===== src/rtl/srl_fifo_hs.sv =====
// srl_fifo_hs: shift-register FIFO with handshake, count and almost-full flag.
// Define SRL_FIFO_OUTREG_EN to add a registered output stage after the SRL.
module srl_fifo_hs #(
  parameter  int DATA_WIDTH = 32,
  parameter  int DEPTH      = 16,
  parameter  int AF_MARGIN  = 2,
  localparam int ADDR_WIDTH = $clog2(DEPTH + 1)
) (
  input  logic                  clk,
  input  logic                  reset,
  input  logic                  if_write_ce,
  input  logic                  if_write,
  input  logic [DATA_WIDTH-1:0] if_din,
  output logic                  if_full_n,
  output logic                  almost_full_n,
  input  logic                  if_read_ce,
  input  logic                  if_read,
  output logic [DATA_WIDTH-1:0] if_dout,
  output logic                  if_empty_n,
  output logic [ADDR_WIDTH:0]   if_num_data_valid,
  output logic [ADDR_WIDTH:0]   if_fifo_cap
);

  localparam int IW = (DEPTH > 1) ? $clog2(DEPTH) : 1;
  localparam logic [ADDR_WIDTH-1:0] C_DEPTH = ADDR_WIDTH'(DEPTH);
  localparam logic [ADDR_WIDTH-1:0] C_AF = ADDR_WIDTH'(DEPTH - AF_MARGIN);
  localparam logic [ADDR_WIDTH-1:0] C_ONE = ADDR_WIDTH'(1);

  logic [DATA_WIDTH-1:0] r_srl [DEPTH];
  logic [ADDR_WIDTH-1:0] r_cnt;
  logic [ADDR_WIDTH-1:0] w_cnt_nxt;
  logic                  r_full_n;
  logic                  r_af_n;
  logic                  w_push;
  logic                  w_pop;
  logic                  w_srl_pop;
  logic [IW-1:0]         w_head_idx;
  logic [DATA_WIDTH-1:0] w_srl_head;

  assign w_push = if_write & if_write_ce & r_full_n;

  // Head sits at cnt-1; clamp to 0 when empty so the index stays in range.
  assign w_head_idx = (r_cnt == '0) ? '0 : IW'(r_cnt - C_ONE);
  assign w_srl_head = r_srl[w_head_idx];

  always_ff @(posedge clk) begin
    if (w_push) begin
      r_srl[0] <= if_din;
      for (int i = 1; i < DEPTH; i++) begin
        r_srl[i] <= r_srl[i-1];
      end
    end
  end

  always_comb begin
    w_cnt_nxt = r_cnt;
    case ({w_push, w_srl_pop})
      2'b10:   w_cnt_nxt = r_cnt + C_ONE;
      2'b01:   w_cnt_nxt = r_cnt - C_ONE;
      default: w_cnt_nxt = r_cnt;
    endcase
  end

  always_ff @(posedge clk or posedge reset) begin
    if (reset) begin
      r_cnt    <= '0;
      r_full_n <= 1'b1;
      r_af_n   <= 1'b1;
    end else begin
      r_cnt    <= w_cnt_nxt;
      r_full_n <= (w_cnt_nxt != C_DEPTH);
      r_af_n   <= (w_cnt_nxt < C_AF);
    end
  end

  assign if_full_n     = r_full_n;
  assign almost_full_n = r_af_n;

`ifdef SRL_FIFO_OUTREG_EN
  logic [DATA_WIDTH-1:0] r_dout;
  logic                  r_vld;

  assign w_pop = if_read & if_read_ce & r_vld;
  // Refill the output flop whenever it is free or being drained.
  assign w_srl_pop = (~r_vld | w_pop) & (r_cnt != '0);

  always_ff @(posedge clk or posedge reset) begin
    if (reset) begin
      r_dout <= '0;
      r_vld  <= 1'b0;
    end else if (w_srl_pop) begin
      r_dout <= w_srl_head;
      r_vld  <= 1'b1;
    end else if (w_pop) begin
      r_vld  <= 1'b0;
    end
  end

  assign if_dout           = r_dout;
  assign if_empty_n        = r_vld;
  assign if_num_data_valid = {1'b0, r_cnt} + {{ADDR_WIDTH{1'b0}}, r_vld};
  assign if_fifo_cap       = (ADDR_WIDTH+1)'(DEPTH + 1);
`else
  logic r_empty_n;

  assign w_pop     = if_read & if_read_ce & r_empty_n;
  assign w_srl_pop = w_pop;

  always_ff @(posedge clk or posedge reset) begin
    if (reset) begin
      r_empty_n <= 1'b0;
    end else begin
      r_empty_n <= (w_cnt_nxt != '0);
    end
  end

  assign if_dout           = w_srl_head;
  assign if_empty_n        = r_empty_n;
  assign if_num_data_valid = {1'b0, r_cnt};
  assign if_fifo_cap       = (ADDR_WIDTH+1)'(DEPTH);
`endif

endmodule


===== config.mk =====
export PLATFORM = sky130hd
export DESIGN_NAME = srl_fifo_hs
export DESIGN_NICKNAME = d
export VERILOG_FILES = /design/src/rtl/srl_fifo_hs.sv
export SDC_FILE = /design/constraint.sdc
export NUM_CORES = 1
export LEC_CHECK = 0
export ABC_AREA = 1
export BUFFER_PORTS_ARGS = -buffer_cell sky130_fd_sc_hd__buf_2
export CAP_MARGIN = 20
export CORE_ASPECT_RATIO = 1.4
export CORE_MARGIN = 3
export CORE_UTILIZATION = 45
export DETAILED_ROUTE_END_ITERATION = 7
export PLACE_DENSITY = 0.69
export SETUP_SLACK_MARGIN = 0.02
export SLEW_MARGIN = 30
export SYNTH_ARGS = -nofsm -noshare
export SYNTH_HDL_FRONTEND = slang
export SYNTH_SLANG_ARGS = --single-unit

===== constraint.sdc =====
create_clock -name clk -period 12.85 [get_ports clk]
set_input_delay 0 -clock clk [delete_from_list [all_inputs] [get_ports clk]]
set_output_delay 0 -clock clk [all_outputs]
set_load 0.02 [all_outputs]

==> results.sh, run 1 <==
export IMPL_ys_types=30
export IMPL_worst_path_most_repeated_cell="nand3_1"
export IMPL_reg2reg_depth=5
export IMPL_end_kind="output pin"
export IMPL_grt_overflow=0
export IMPL_grt_max_degree=165
export IMPL_synth_avg_cell_area_sq_um=11.44
export IMPL_clock_latency_ps=560
export IMPL_max_vdd_ir_drop_uv=245.3
export IMPL_grt_setup_unrepaired="no"
export IMPL_core_area_sq_um=49370
export IMPL_io_pins=85
export IMPL_path_clk_slew_ps=70
export IMPL_clock_sinks=520
export IMPL_slew_violations=0
export IMPL_max_cap_violations=0
export IMPL_maxSlewHeadroom_pct=33.93
export IMPL_die_area_sq_um=53100
export IMPL_via_per_inst=5.367
export IMPL_skew_ps=20.30
export IMPL_ff_latch_area_sq_um=15580
export IMPL_synth_largest_area_cell="edfxtp_1"
export IMPL_first_global_vias=14051
export IMPL_antenna_left=0
export IMPL_fp_dieW_microns=195.6
export IMPL_grt_antenna_before_repair=0
export IMPL_start_util_pct=45.88
export IMPL_finalSetupViolCount=0
export IMPL_cts_buffers=47
export IMPL_first_pass_iters=5
export IMPL_hold_class="in2reg"
export IMPL_fillCellCount=4186
export IMPL_hpwl_mm=25.59
export IMPL_worst_ep_arrival_time_ps=5810
export IMPL_grt_pass1_wl_mm=76.84
export IMPL_postLayoutCellArea_sq_um=25050
export IMPL_multi_input_area_sq_um=5360
export IMPL_crit_required_ps=12850
export IMPL_htree_levels=2
export IMPL_die_h_microns=271.5
export IMPL_tritoncts="built"
export IMPL_worstMarginPinSlew_ps=991.0
export IMPL_critPathLaunchType="flop"
export IMPL_drive_gt1_share_pct=9.839
export IMPL_vias=14442
export IMPL_clk_path_buf_depth=3
export IMPL_ys_ff_latch=520
export IMPL_fin_nets=2063
export IMPL_critPathMaxFanout=139
export IMPL_syn_area_sq_um=22650
export IMPL_power_leakage_nw=9.847
export IMPL_wire_per_inst_microns=17.63
export IMPL_yosysSeqAreaShare_pct=68.78
export IMPL_fin_crit_sh_pct=45.25
export IMPL_synth_cells=1980
export IMPL_yosysWarnings=0
export IMPL_holdPathStages=5
export IMPL_cts_root_buf="clkbuf_16"
export IMPL_synthToLayoutAreaGrowth_pct=10.61
export IMPL_yosysTopAreaCellShare_pct=67.88
export IMPL_std_cell_rows=96
export IMPL_place_gp_congestion=0.7716
export IMPL_status="complete, no violations"
export IMPL_tns_ps=0
export IMPL_hold_viol=0
export IMPL_first_iter_violations=1457
export IMPL_finalCriticalPeriod_ps=5815
export IMPL_worst_setup_path_type="reg2out"
export IMPL_dpl_instance_area_sq_um=23300
export IMPL_power_density_nw_per_um2=247.4
export IMPL_wirelength_mm=47.44
export IMPL_track_usage_pct=17.65
export IMPL_portBuffers=77
export IMPL_cpPeakStageDelay_ps=790
export IMPL_path_cells="inv_8 > ha_1 > nand3_4 > nand2_2 > clkinv_2 > buf_4 > nand3_1 > nand3_1 > nand2_1 > buf_2"
export IMPL_cp_slowest_cell="nand2_2"
export IMPL_synth_area_leaders="edfxtp_1 68%, nand3_1 9.4%, nand2_1 4.5%, inv_1 4.5%, nand3b_1 3.2%"
export IMPL_max_freq_mhz=172.0
export IMPL_drc_errors=0
## metal layers
metal	part of all wire [%]	routed length (microns)	GRT usage (%)	vias to the layer above
li1	-	-	-	6905
met4	2.4	1155	5.669	0
met2	49	23140	28.82	414
met1	44	20700	24.86	7051
met5	0	0	0	-
met3	5.2	2451	2.086	72
## logic make-up after synthesis
kind of cell               count (synthesis)  synth area share, %
and+or+nand+nor                          968                20.50
buffers and inverters                    412                7.734
xor gates and xnor gates                   1              0.03868
adders and majority gates                  4               0.2210
AOI/OAI and AO/OA                         73                2.696
other                                      2              0.03316
DFF                                      520                68.78
## stage by stage
step | setup WS [ps] | std cells | utilization (%) | hold WS (ps) | power [mW]
detailed placement | 7498 | 2575 | 47.19 | 15.33 | 4.919
floorplan | 290.7 | 1985 | - | -185.8 | 4.130
global route | 6799 | 2690 | 50.74 | 140.3 | 6.607
CTS | 6893 | 2690 | 50.73 | 114.8 | 6.263
global placement | 7388 | 2575 | 47.16 | 9.155 | 4.874
finish | 7035 | 2691 | 50.75 | 138.2 | 6.197
## Yosys cell counts (all sizes together)
cell and n:
edfxtp 512, nand3b 96, nand2 274, dfstp 2
o21ai 5, nand3 428, nor2 134, inv 272
or2 33, nor3 1, a21oi 2, clkbuf 31
nand4 2, a22oi 1, conb 2, o211ai 1
o2111ai 64, buf 109, xor2 1, ha 4
dfrtp 6
## final timing paths
check	startpoint	slack, ps	end
worst max-delay path	r_cnt[0]$_DFF_PP0_	7040	if_dout[29]
worst min-delay path	if_read_ce	140	r_cnt[1]$_DFF_PP0_
worst max register to register	if_full_n$_DFF_PP1_	8500	r_srl[10][25]$_DFFE_PP_
worst min register to register	r_srl[9][16]$_DFFE_PP_	430	r_srl[10][16]$_DFFE_PP_
max in group asynchronous	reset	11920	if_full_n$_DFF_PP1_
min in group asynchronous	reset	590	r_cnt[0]$_DFF_PP0_
## power breakdown
group	internal [mW]	total (mW)	switching, mW
clock network	0.730	1.33	0.597
registers	1.97	2.03	0.0652
logic	0.805	2.84	2.03
## final cells by class
type,instances,area share (%)
antenna,1,0.009989
clock inverter,25,0.7891
tap,637,3.182
timing repair buffer,127,3.436
inverter,272,4.160
clock buffer,56,4.830
multi-input combinational,1053,21.40
sequential,520,62.20
## flip-flops by register name, summed over array words and instances, names as in the netlist
signal / count
if_empty_n: 1
r_srl: 512
r_cnt: 5
if_full_n: 1
almost_full_n: 1
## critical path, delay by kind of cell, from the launching register on
family / cells / cell delay (ps)
adders and majority gates: 1 / 400
buffers and inverters: 4 / 2120
DFF: 1 / 710
and+or+nand+nor: 5 / 1830
## cell usage in the layout (no fill, tap or decap), types with 3 or more instances in the layout
cell	instances
clkinv_1	9
inv_1	267
nor2_1	133
nand3b_1	96
buf_4	12
o21ai_0	4
dfrtp_1	5
clkbuf_1	9
clkinv_2	11
ha_1	4
nand3_1	427
or2_2	33
bufinv_16	3
edfxtp_1	512
dlygate4sd3_1	34
o2111ai_1	64
buf_6	4
buf_2	77
nand2_1	271
conb_1	7
clkbuf_16	47
## timing repair
item / CTS / global route
hold buffers: 34 / 0
hold endpoints to repair: 40 / 0
setup buffers: 0 / 0
gates resized for setup: 0 / 0
No activity file was read; power rests on OpenSTA's default activity.
==> inputs of run 2 (changes only) <==
--- a/config.mk
+++ b/config.mk
@@ -5,7 +5,7 @@
 export SDC_FILE = /design/constraint.sdc
 export NUM_CORES = 1
 export LEC_CHECK = 0
-export ABC_AREA = 1
+export ABC_AREA = 0
 export BUFFER_PORTS_ARGS = -buffer_cell sky130_fd_sc_hd__buf_2
 export CAP_MARGIN = 20
 export CORE_ASPECT_RATIO = 1.4
==> constraint.sdc (replaced) <==
create_clock -name clk -period 4.9 [get_ports clk]
set_input_delay 0 -clock clk [delete_from_list [all_inputs] [get_ports clk]]
set_output_delay 0 -clock clk [all_outputs]
set_load 0.02 [all_outputs]
==> results.sh, run 2 <==
export IMPL_power_density_nw_per_um2=734.0
export IMPL_ys_types=53
export IMPL_top_regs="r_srl x512, r_cnt x5"
export IMPL_place_inst=1969
export IMPL_place_gp_congestion=0.7867
export IMPL_crit_required_ps=4900
export IMPL_totalPowerFinal_mw=17.77
export IMPL_reg2reg_depth=8
export IMPL_core_area_sq_um=47050
export IMPL_power_leakage_nw=7.889
export IMPL_synth_commonest_cells="512 x edfxtp_1, 126 x mux2i_1, 98 x nand2_1"
export IMPL_grt_overflow=0
export IMPL_fp_dieW_microns=190.4
export IMPL_critPathMaxFanout=40
export IMPL_largest_register_ffs=512
export IMPL_worst_setup_path_type="reg2out"
export IMPL_grt_antenna_before_repair=0
export IMPL_max_cap_violations=0
export IMPL_synthToLayoutAreaGrowth_pct=13.02
export IMPL_first_global_vias=12160
export IMPL_fin_ws_ps=1033
export IMPL_yosysSeqAreaShare_pct=72.71
export IMPL_die_h_microns=264.2
export IMPL_slew_violations=0
export IMPL_first_iter_violations=1386
export IMPL_fin_cells=2089
export IMPL_holdPathStages=2
export IMPL_r2r_setup_slack_ps=2260
export IMPL_htree_levels=2
export IMPL_wirelength_mm=46.23
export IMPL_clock_latency_ps=560
export IMPL_r2r_start="r_cnt[0]$_DFF_PP0_"
export IMPL_layout_commonest_cell="edfxtp_1"
export IMPL_antenna_left=0
export IMPL_worstMarginPinSlew_ps=999.0
export IMPL_max_freq_mhz=258.6
export IMPL_die_area_sq_um=50300
export IMPL_synth_edf_count=512
export IMPL_most_common_layout_cells="512 x edfxtp_1, 126 x mux2i_1, 98 x nand2_1"
export IMPL_finalSetupViolCount=0
export IMPL_start_util_pct=45.54
export IMPL_grt_max_degree=179
export IMPL_status="complete, no violations"
export IMPL_skew_ps=17.79
export IMPL_syn_area_sq_um=21420
export IMPL_end_kind="output pin"
export IMPL_holdCritStartpoint="if_din[6]"
export IMPL_ys_ff_latch=520
export IMPL_io_pins=85
export IMPL_async_reset_ff_share_pct=1.538
export IMPL_holdPathEnd="r_srl[0][6]$_DFFE_PP_"
export IMPL_synth_area_leaders="edfxtp_1 72%, mux2i_1 5.9%, o211ai_1 2.8%, a22o_1 2.5%, o32ai_2 2.3%"
export IMPL_yosysWarnings=0
export IMPL_insertedDiodeCount=0
export IMPL_yosysMostFrequentCell="edfxtp_1"
export IMPL_drive_gt1_share_pct=16.31
export IMPL_post_cts_buffers=0
export IMPL_grt_setup_unrepaired="no"
export IMPL_cts_root_buf="clkbuf_16"
export IMPL_hold_class="in2reg"
export IMPL_fin_nets=1472
export IMPL_grt_pass1_wl_mm=72.22
export IMPL_postCtsHoldBufs=34
export IMPL_max_vdd_ir_drop_uv=620.1
export IMPL_largest_register="r_srl"
export IMPL_hpwl_mm=24.12
export IMPL_synth_largest_area_cell="edfxtp_1"
export IMPL_tritoncts="built"
export IMPL_wire_per_inst_microns=22.13
export IMPL_synth_avg_cell_area_sq_um=15.91
export IMPL_first_pass_iters=5
export IMPL_fin_crit_sh_pct=78.91
export IMPL_fin_util_pct=51.47
export IMPL_synthFlopType="edfxtp_1"
export IMPL_portBuffers=77
export IMPL_std_cell_rows=94
export IMPL_synth_cells=1347
export IMPL_yosysTopAreaCellShare_pct=71.76
export IMPL_post_place_ws_ps=1544
export IMPL_critPathLaunchType="flop"
export IMPL_holdWs_ps=150.7
export IMPL_path_clk_slew_ps=70
export IMPL_track_usage_pct=18.08
export IMPL_finalCriticalPeriod_ps=3867
export IMPL_cts_buffers=49
export IMPL_maxSlewHeadroom_pct=33.40
export IMPL_clk_path_buf_depth=3
export IMPL_ctsResizeCount=0
export IMPL_regToRegEndpoint="if_empty_n$_DFF_PP0_"
export IMPL_drc_errors=0
export IMPL_clock_sinks=520
export IMPL_worst_ep_arrival_time_ps=3870
export IMPL_hold_viol=0
export IMPL_vias=12249
export IMPL_via_per_inst=5.864
[run 2: cell families after synthesis]
kind of cell | Yosys count | share of synthesized area, %
fa+ha+maj | 4 | 0.2336
flops | 520 | 72.71
other cells | 2 | 0.03505
simple gates | 143 | 3.014
mux | 131 | 6.150
buf+inv | 117 | 2.827
compound gates | 430 | 15.03
[run 2: critical path, stage by stage, from the launching register on]
cell	delay, ps
dfrtp_4	550
inv_1	210
ha_2	340
or4b_4	560
nand2_4	490
buf_4	410
o211ai_1	140
a21oi_1	270
o32ai_2	110
buf_2	180
[run 2: layout make-up]
class / count / area (sq um)
inverters: 8 / 33.78
repair buffers: 136 / 974.7
clock inverters: 25 / 264.0
multi-input cells: 715 / 5308
fillers: 3893 / 22830
clock buffers: 61 / 1271
flip-flops and latches: 520 / 15580
well taps: 624 / 780.7
[run 2: how the worst max path moves through the flow]
stage	startpoint	endpoint	slack (ps)
global route	r_cnt[0]$_DFF_PP0_	if_dout[8]	840
global placement	r_cnt[0]$_DFF_PP0_	if_dout[14]	1580
finish	r_cnt[0]$_DFF_PP0_	if_dout[18]	1030
CTS	r_cnt[0]$_DFF_PP0_	if_dout[14]	920
floorplan	if_full_n$_DFF_PP1_	if_empty_n$_DFF_PP0_	-4610
detailed placement	r_cnt[0]$_DFF_PP0_	if_dout[14]	1540
[run 2: through the flow]
step / setup TNS (ps) / instance area, sq um
after CTS: 0 / 24210
final: 0 / 24210
after detailed placement: 0 / 22330
after global routing: 0 / 24210
after global placement: 0 / 22330
after floorplan: -1918060 / 21450
[run 2: metal layers]
layer | GRT usage (%) | vias to the layer above | wire, microns
li1 | - | 5521 | -
met1 | 26.24 | 6266 | 20550
met2 | 28.79 | 391 | 22180
met3 | 2.257 | 71 | 2445
met4 | 5.557 | 0 | 1051
met5 | 0 | - | 0
[run 2: report_power, final]
group	internal, mW	switching [mW]	leakage, nW
combinational	2.80	5.48	2.25
clock	2.15	1.62	0.750
sequential	5.46	0.270	4.89
